### src/rtl/systolic_pkg.sv
// Shared defaults and state encoding for the systolic array result collector.
package systolic_pkg;

    localparam int unsigned DEF_DIM       = 8;
    localparam int unsigned DEF_UWIDTH    = 2;
    localparam int unsigned DEF_WINDOW    = 8;
    localparam int unsigned DEF_ACC_WIDTH = 5;

    typedef enum logic [1:0] {
        ST_IDLE    = 2'd0,
        ST_COLLECT = 2'd1,
        ST_HOLD    = 2'd2
    } collector_state_e;

endpackage

### src/rtl/systolic_collector_if.sv
// Job request, unary lane data and result handshake between the array side and the collector.
interface systolic_collector_if #(
    parameter int unsigned DIM       = systolic_pkg::DEF_DIM,
    parameter int unsigned UWIDTH    = systolic_pkg::DEF_UWIDTH,
    parameter int unsigned ACC_WIDTH = systolic_pkg::DEF_ACC_WIDTH
) ();

    logic                            start;
    logic [DIM-1:0][UWIDTH-1:0]      syst_arr_out;
    logic [DIM-1:0][ACC_WIDTH-1:0]   result;
    logic                            out_valid;
    logic                            out_ready;
    logic                            busy;
    logic                            unary_err;

    modport master (
        output start,
        output syst_arr_out,
        output out_ready,
        input  result,
        input  out_valid,
        input  busy,
        input  unary_err
    );

    modport slave (
        input  start,
        input  syst_arr_out,
        input  out_ready,
        output result,
        output out_valid,
        output busy,
        output unary_err
    );

endinterface

### src/rtl/unary_lane_acc.sv
// One collector lane: deskew window gate, popcount, saturating accumulate, thermometer check.
module unary_lane_acc
    import systolic_pkg::*;
#(
    parameter int unsigned LANE      = 0,
    parameter int unsigned UWIDTH    = DEF_UWIDTH,
    parameter int unsigned WINDOW    = DEF_WINDOW,
    parameter int unsigned ACC_WIDTH = DEF_ACC_WIDTH,
    parameter int unsigned CNT_W     = 4
) (
    input  logic                 clk,
    input  logic                 reset_n,
    input  logic                 i_clear,
    input  logic                 i_collect,
    input  logic [CNT_W-1:0]     i_cnt,
    input  logic [UWIDTH-1:0]    i_word,
    output logic [ACC_WIDTH-1:0] o_acc,
    output logic                 o_err_c
);

    localparam int unsigned POP_W = $clog2(UWIDTH + 1);
    localparam int unsigned SUM_W = ACC_WIDTH + 1;
    // One extra bit so LANE+WINDOW-1 never wraps against the counter
    localparam logic [CNT_W:0]     WIN_LO  = (CNT_W + 1)'(LANE);
    localparam logic [CNT_W:0]     WIN_HI  = (CNT_W + 1)'(LANE + WINDOW - 1);
    localparam logic [ACC_WIDTH-1:0] ACC_MAX = {ACC_WIDTH{1'b1}};

    logic [ACC_WIDTH-1:0] r_acc;
    logic [CNT_W:0]       w_cnt_ext;
    logic                 w_sample;
    logic [POP_W-1:0]     w_pop;
    logic [SUM_W-1:0]     w_sum;
    logic [UWIDTH-1:0]    w_word_inc;
    logic                 w_legal;

    assign w_cnt_ext = {1'b0, i_cnt};
    assign w_sample  = i_collect && (w_cnt_ext >= WIN_LO) && (w_cnt_ext <= WIN_HI);

    // Popcount of the incoming unary word
    always_comb begin
        w_pop = '0;
        for (int unsigned b = 0; b < UWIDTH; b++) begin
            w_pop = w_pop + POP_W'(i_word[b]);
        end
    end

    assign w_sum = {1'b0, r_acc} + SUM_W'(w_pop);

    // LSB-filled thermometer words have no set bit above a clear one: w & (w+1) == 0
    assign w_word_inc = i_word + UWIDTH'(1);
    assign w_legal    = ((i_word & w_word_inc) == '0);
    assign o_err_c    = w_sample && !w_legal;

    // Saturating accumulator, cleared at job start
    always_ff @(posedge clk or negedge reset_n) begin
        if (!reset_n) begin
            r_acc <= '0;
        end else if (i_clear) begin
            r_acc <= '0;
        end else if (w_sample) begin
            r_acc <= w_sum[ACC_WIDTH] ? ACC_MAX : w_sum[ACC_WIDTH-1:0];
        end
    end

    assign o_acc = r_acc;

endmodule

### src/rtl/systolic_collector.sv
// Drains skewed unary columns of a systolic array into per-lane binary totals with a valid/ready result.
module systolic_collector
    import systolic_pkg::*;
#(
    parameter int unsigned DIM       = DEF_DIM,
    parameter int unsigned UWIDTH    = DEF_UWIDTH,
    parameter int unsigned WINDOW    = DEF_WINDOW,
    parameter int unsigned ACC_WIDTH = DEF_ACC_WIDTH
) (
    input  logic                  clk,
    input  logic                  reset_n,
    systolic_collector_if.slave   bus
);

    localparam int unsigned      CNT_W    = $clog2(WINDOW + DIM);
    localparam logic [CNT_W-1:0] CNT_LAST = CNT_W'(WINDOW + DIM - 2);

    collector_state_e              r_state;
    collector_state_e              w_next_state;
    logic                          w_clear;
    logic                          w_collect;
    logic [CNT_W-1:0]              r_cnt;
    logic [DIM-1:0][ACC_WIDTH-1:0] w_acc;
    logic [DIM-1:0]                w_lane_err;
    logic [DIM-1:0][ACC_WIDTH-1:0] r_result;
    logic                          r_out_valid;
    logic                          r_busy;
    logic                          r_unary_err;

    // State register
    always_ff @(posedge clk or negedge reset_n) begin
        if (!reset_n) begin
            r_state <= ST_IDLE;
        end else begin
            r_state <= w_next_state;
        end
    end

    // Next-state logic; start is only looked at in IDLE
    always_comb begin
        w_next_state = r_state;
        w_clear      = 1'b0;
        case (r_state)
            ST_IDLE: begin
                if (bus.start) begin
                    w_next_state = ST_COLLECT;
                    w_clear      = 1'b1;
                end
            end
            ST_COLLECT: begin
                if (r_cnt == CNT_LAST) begin
                    w_next_state = ST_HOLD;
                end
            end
            ST_HOLD: begin
                if (r_out_valid && bus.out_ready) begin
                    w_next_state = ST_IDLE;
                end
            end
            default: begin
                w_next_state = ST_IDLE;
            end
        endcase
    end

    assign w_collect = (r_state == ST_COLLECT);

    // Collection cycle counter, one step per COLLECT cycle
    always_ff @(posedge clk or negedge reset_n) begin
        if (!reset_n) begin
            r_cnt <= '0;
        end else if (w_clear) begin
            r_cnt <= '0;
        end else if (w_collect) begin
            r_cnt <= r_cnt + CNT_W'(1);
        end
    end

    // Per-lane accumulators
    for (genvar gi = 0; gi < DIM; gi++) begin : g_lane
        unary_lane_acc #(
            .LANE      (gi),
            .UWIDTH    (UWIDTH),
            .WINDOW    (WINDOW),
            .ACC_WIDTH (ACC_WIDTH),
            .CNT_W     (CNT_W)
        ) u_lane (
            .clk       (clk),
            .reset_n   (reset_n),
            .i_clear   (w_clear),
            .i_collect (w_collect),
            .i_cnt     (r_cnt),
            .i_word    (bus.syst_arr_out[gi]),
            .o_acc     (w_acc[gi]),
            .o_err_c   (w_lane_err[gi])
        );
    end

    // Result capture on the first HOLD cycle (last lane finishes on HOLD entry), dropped on handshake
    always_ff @(posedge clk or negedge reset_n) begin
        if (!reset_n) begin
            r_out_valid <= 1'b0;
            r_result    <= '0;
        end else if (r_state == ST_HOLD) begin
            if (!r_out_valid) begin
                r_out_valid <= 1'b1;
                r_result    <= w_acc;
            end else if (bus.out_ready) begin
                r_out_valid <= 1'b0;
            end
        end
    end

    // Busy tracks the state the FSM is entering
    always_ff @(posedge clk or negedge reset_n) begin
        if (!reset_n) begin
            r_busy <= 1'b0;
        end else begin
            r_busy <= (w_next_state != ST_IDLE);
        end
    end

    // Sticky non-thermometer flag, cleared only when a new job starts
    always_ff @(posedge clk or negedge reset_n) begin
        if (!reset_n) begin
            r_unary_err <= 1'b0;
        end else if (w_clear) begin
            r_unary_err <= 1'b0;
        end else if (|w_lane_err) begin
            r_unary_err <= 1'b1;
        end
    end

    assign bus.result    = r_result;
    assign bus.out_valid = r_out_valid;
    assign bus.busy      = r_busy;
    assign bus.unary_err = r_unary_err;

endmodule

### src/flat_wrapper.sv
// flat-port wrapper written by rule: the top's interface ports become plain ports
module systolic_collector_flat import systolic_pkg::*;
#(
    parameter int unsigned DIM       = DEF_DIM,
    parameter int unsigned UWIDTH    = DEF_UWIDTH,
    parameter int unsigned WINDOW    = DEF_WINDOW,
    parameter int unsigned ACC_WIDTH = DEF_ACC_WIDTH
)
  (clk, reset_n, bus_start, bus_syst_arr_out, bus_out_ready, bus_result, bus_out_valid, bus_busy, bus_unary_err);
  systolic_collector_if #(.DIM(DIM), .UWIDTH(UWIDTH), .ACC_WIDTH(ACC_WIDTH)) bus_i ();
  input  logic clk;
  input  logic reset_n;
  input wire logic [$bits(bus_i.start)-1:0] bus_start;
  input wire logic [$bits(bus_i.syst_arr_out)-1:0] bus_syst_arr_out;
  input wire logic [$bits(bus_i.out_ready)-1:0] bus_out_ready;
  output wire logic [$bits(bus_i.result)-1:0] bus_result;
  output wire logic [$bits(bus_i.out_valid)-1:0] bus_out_valid;
  output wire logic [$bits(bus_i.busy)-1:0] bus_busy;
  output wire logic [$bits(bus_i.unary_err)-1:0] bus_unary_err;
  assign bus_i.start = bus_start;
  assign bus_i.syst_arr_out = bus_syst_arr_out;
  assign bus_i.out_ready = bus_out_ready;
  assign bus_result = bus_i.result;
  assign bus_out_valid = bus_i.out_valid;
  assign bus_busy = bus_i.busy;
  assign bus_unary_err = bus_i.unary_err;
  systolic_collector #(.DIM(DIM), .UWIDTH(UWIDTH), .WINDOW(WINDOW), .ACC_WIDTH(ACC_WIDTH)) u_core (.clk(clk), .reset_n(reset_n), .bus(bus_i));
endmodule
### config.mk
export PLATFORM = sky130hd
export DESIGN_NAME = systolic_collector_flat
export DESIGN_NICKNAME = d
export VERILOG_FILES = /design/src/rtl/systolic_pkg.sv /design/src/rtl/systolic_collector_if.sv /design/src/rtl/unary_lane_acc.sv /design/src/rtl/systolic_collector.sv /design/src/flat_wrapper.sv
export SDC_FILE = /design/constraint.sdc
export NUM_CORES = 1
export LEC_CHECK = 0
export ABC_AREA = 1
export CAP_MARGIN = 20
export CORE_MARGIN = 2
export CORE_UTILIZATION = 30
export DETAILED_ROUTE_END_ITERATION = 10
export GPL_TIMING_DRIVEN = 0
export PLACE_DENSITY = 0.53
export SYNTH_ARGS = -nofsm -noshare
export SYNTH_HDL_FRONTEND = slang
export SYNTH_SLANG_ARGS = --single-unit
### constraint.sdc
create_clock -name clk -period 4 [get_ports clk]
set_clock_uncertainty 0.15 [all_clocks]
set_input_delay 0.4 -clock clk [delete_from_list [all_inputs] [get_ports clk]]
set_output_delay 0.4 -clock clk [all_outputs]
set_load 0.02 [all_outputs]
==> metrics <==
max-slew violations 0; Max Fclk 476 MHz; GRT Total Usage 13.4%; Max IR drop VDD approximately 260 uV; Leak 2.68 nW; worst-path maximum fanout 2; met2 GRT Util between 20% and 30%; commonest cells after routing, fill and taps aside nand2_1 (107), dfrtp_1 (89), inv_1 (88), clkdlybuf4s50_1 (61), o21ai_1 (48); Vias/cell 4.73; Pre-antenna DRT Iters 4; I/O Buffers 62; Cell Area, Synth 4520 um2; Post-DRT Antenna Nets 0; overall routed net length 10200 um; Worst Reg-to-Reg Cells 7; CP Capture Type flip-flop; # DRC 0; first-pass GRT wire length 17400 um; via count 3783; area post-placement 5390 um2; status completed; TritonCTS Buffers 9; Reg-to-Reg End u_core.g_lane[6].u_lane.o_acc[4]$_DFFE_PN0P_; chip width 127 um; required time worst endpoint 4060 ps; Max transition margin between 60% and 70%; post-synthesis sequential area ratio 49.3%; post-layout instance area 5710 um2; detailed placement HPWL 7730 um; crit path DAT 2160 ps; gpl congestion 0.879; CTS Root Buffer Type clkbuf_16; Synth area leaders dfrtp_1 (49%), nand2_1 (8.9%), inv_1 (7.3%); max_cap viols 0; Clock transition at path regs 60 ps; Iteration-0 DRC Markers approximately 190; # diodes 0; largest net degree at the start of global routing 50; post-synthesis average cell area 8.43 um2; grt total ovfl 0; Final Cycle Share a little over half; worst reg-to-reg setup slack ~2100 ps; layout cell share with drive strength beyond 1 7.47%; die height 127 um; fin crit period 2100 ps; number of global-route vias before repair 3599; Synth warnings 0; Worst-Skew Late Latency 340 ps; GR peak layer met2; HP Start u_core.bus.result[12]$_DFFE_PN0P_; RSZ-0062 raised after global routing false; Crit Path Class input pin to flip-flop; P per Cell Area slightly above 600 nW/um2; initial antenna violation count 0; count of cell types in the netlist 30; NumNets Final 652; TritonCTS clock tree yes; Hold WC Path Type flip-flop to flip-flop; Min Hold Slack 337 ps; post-synthesis cell count 536; CP startpoint kind input pin; PostCTS Resize Cnt 0; H-tree depth 3; Final Hold Fails 0; Routed WL per cell 12.8 um; Yosys top cell by area dfrtp_1; Yosys top cell area share approximately half; Worst Hold End u_core.bus.result[12]$_DFFE_PN0P_; CTS Buffer Depth 2; Worst Max-Slew Pin Slew 552 ps; met3 Resource Use GR 4.09%; Die Area 16100 um2; post-synthesis register bit count 89; Initial Utilization a little under a third; reg-to-reg critical path startpoint u_core.r_cnt[1]$_DFFE_PN0P_; commonest non-fill, non-tap cell in the layout nand2_1; I/O pins 63; synth-to-layout area growth 26.5%; final-report setup violation count 0; worst hold path cell count 2; met1 layer usage reported by global route 17.9%; Mapped Nets 577; clock sinks between 80 and 90; fin util between 30% and 40%; # rows 44; Core Region between 10000 and 15000 um2
-- area by class of cell --
class | count | area, um2
Clock inverter | 2 | 35.0
Multi-Input combinational cell | 342 | 1880
Clock buffer | 14 | 274
Inverter | 94 | 353
Sequential cell | 89 | 2230
Tap cell | 184 | 230
Buffer | 11 | 56.3
Timing Repair Buffer | 64 | 656
Fill cell | 1497 | 8930
-- report_power, final --
part           total [W]  switching [W]  leakage [nW]  internal [W]
clock           0.000867       0.000333         0.153      0.000535
combinational    0.00137       0.000882          1.35      0.000487
sequential       0.00127       0.000150          1.18       0.00112
total            0.00350        0.00136          2.68       0.00214
-- through the flow --
stage / TNS, ps / instances / power, W / setup WS [ps]
3_5_place_dp: 0 / 783 / 0.00266 / 1540
5_1_grt: 0 / 800 / 0.00382 / 1770
6_report: 0 / 800 / 0.00350 / 1900
2_1_floorplan: 0 / 536 / 0.00227 / 2210
4_1_cts: 0 / 800 / 0.00355 / 1900
3_3_place_gp: -89720 / 782 / 0.00262 / -1010
-- state kept, by name (all words and copies together) (netlist names) --
name	flops
u_core.bus.result	40
u_core.g_lane.u_lane.o_acc	40
u_core.r_cnt	4
u_core.r_state	2
u_core.bus.busy	1
u_core.bus.out_valid	1
u_core.bus.unary_err	1
-- kinds of logic after synthesis --
| logic type | after synthesis | synth area share (%) |
|---|---|---|
| AO/OA/AOI/OAI | 116 | 13.8 |
| adder cells (fa/ha/maj) | 21 | 7.15 |
| AND/OR/NAND/NOR | 201 | 19.9 |
| flip-flops | 89 | 49.3 |
| XOR/XNOR | 4 | 0.776 |
| buffers and inverters | 105 | 9.06 |
-- timing repair --
action / 4_1_cts / 5_1_grt
hold buffers: 1 / 0
hold endpoints to repair: 40 / 0
buffers inserted: 0 / 0
-- routing by layer --
layer	routed length (um)	vias up
li1	-	1892
met4	131	0
met3	503	14
met5	0	-
met2	4790	87
met1	4810	1790
-- worst max-delay path by stage --
stage	start	end	slack, ps
floorplan	bus_syst_arr_out[2]	u_core.g_lane[1].u_lane.o_acc[4]$_DFFE_PN0P_	2210
global placement	reset_n	u_core.bus.result[17]$_DFFE_PN0P_	-1010
detailed placement	bus_syst_arr_out[9]	u_core.g_lane[4].u_lane.o_acc[4]$_DFFE_PN0P_	1540
CTS	bus_syst_arr_out[9]	u_core.g_lane[4].u_lane.o_acc[4]$_DFFE_PN0P_	1900
global route	bus_syst_arr_out[2]	u_core.g_lane[1].u_lane.o_acc[4]$_DFFE_PN0P_	1770
finish	bus_syst_arr_out[9]	u_core.g_lane[4].u_lane.o_acc[4]$_DFFE_PN0P_	1900
-- worst max-delay path, cell delays in order --
cell and delay, ps:
clkdlybuf4s50_1 520, inv_1 70, fa_1 410, inv_1 90, ha_1 160, inv_1 60
nor3_1 180, o21ai_0 110, nand2_1 70, o21ai_0 80
-- synthesized netlist by cell type --
cell,instances
nand4_1,10
o211ai_1,3
nand3_2,4
o22ai_1,16
xor2_1,4
buf_4,1
fa_1,8
a21boi_1,1
dfrtp_1,89
clkbuf_1,1
a21oi_1,10
a32o_1,1
nor2_1,31
o31ai_1,3
a31oi_1,1
nor2_4,1
buf_2,9
nor2_8,1
nor2_2,3
nand3_1,29
ha_1,13
nand2_2,4
nor3_1,9
o21ai_1,48
inv_2,5
clkinv_1,1
or2_2,2
nand2_1,107
o21ai_0,33
inv_1,88
(Power assumes the default switching activity.)
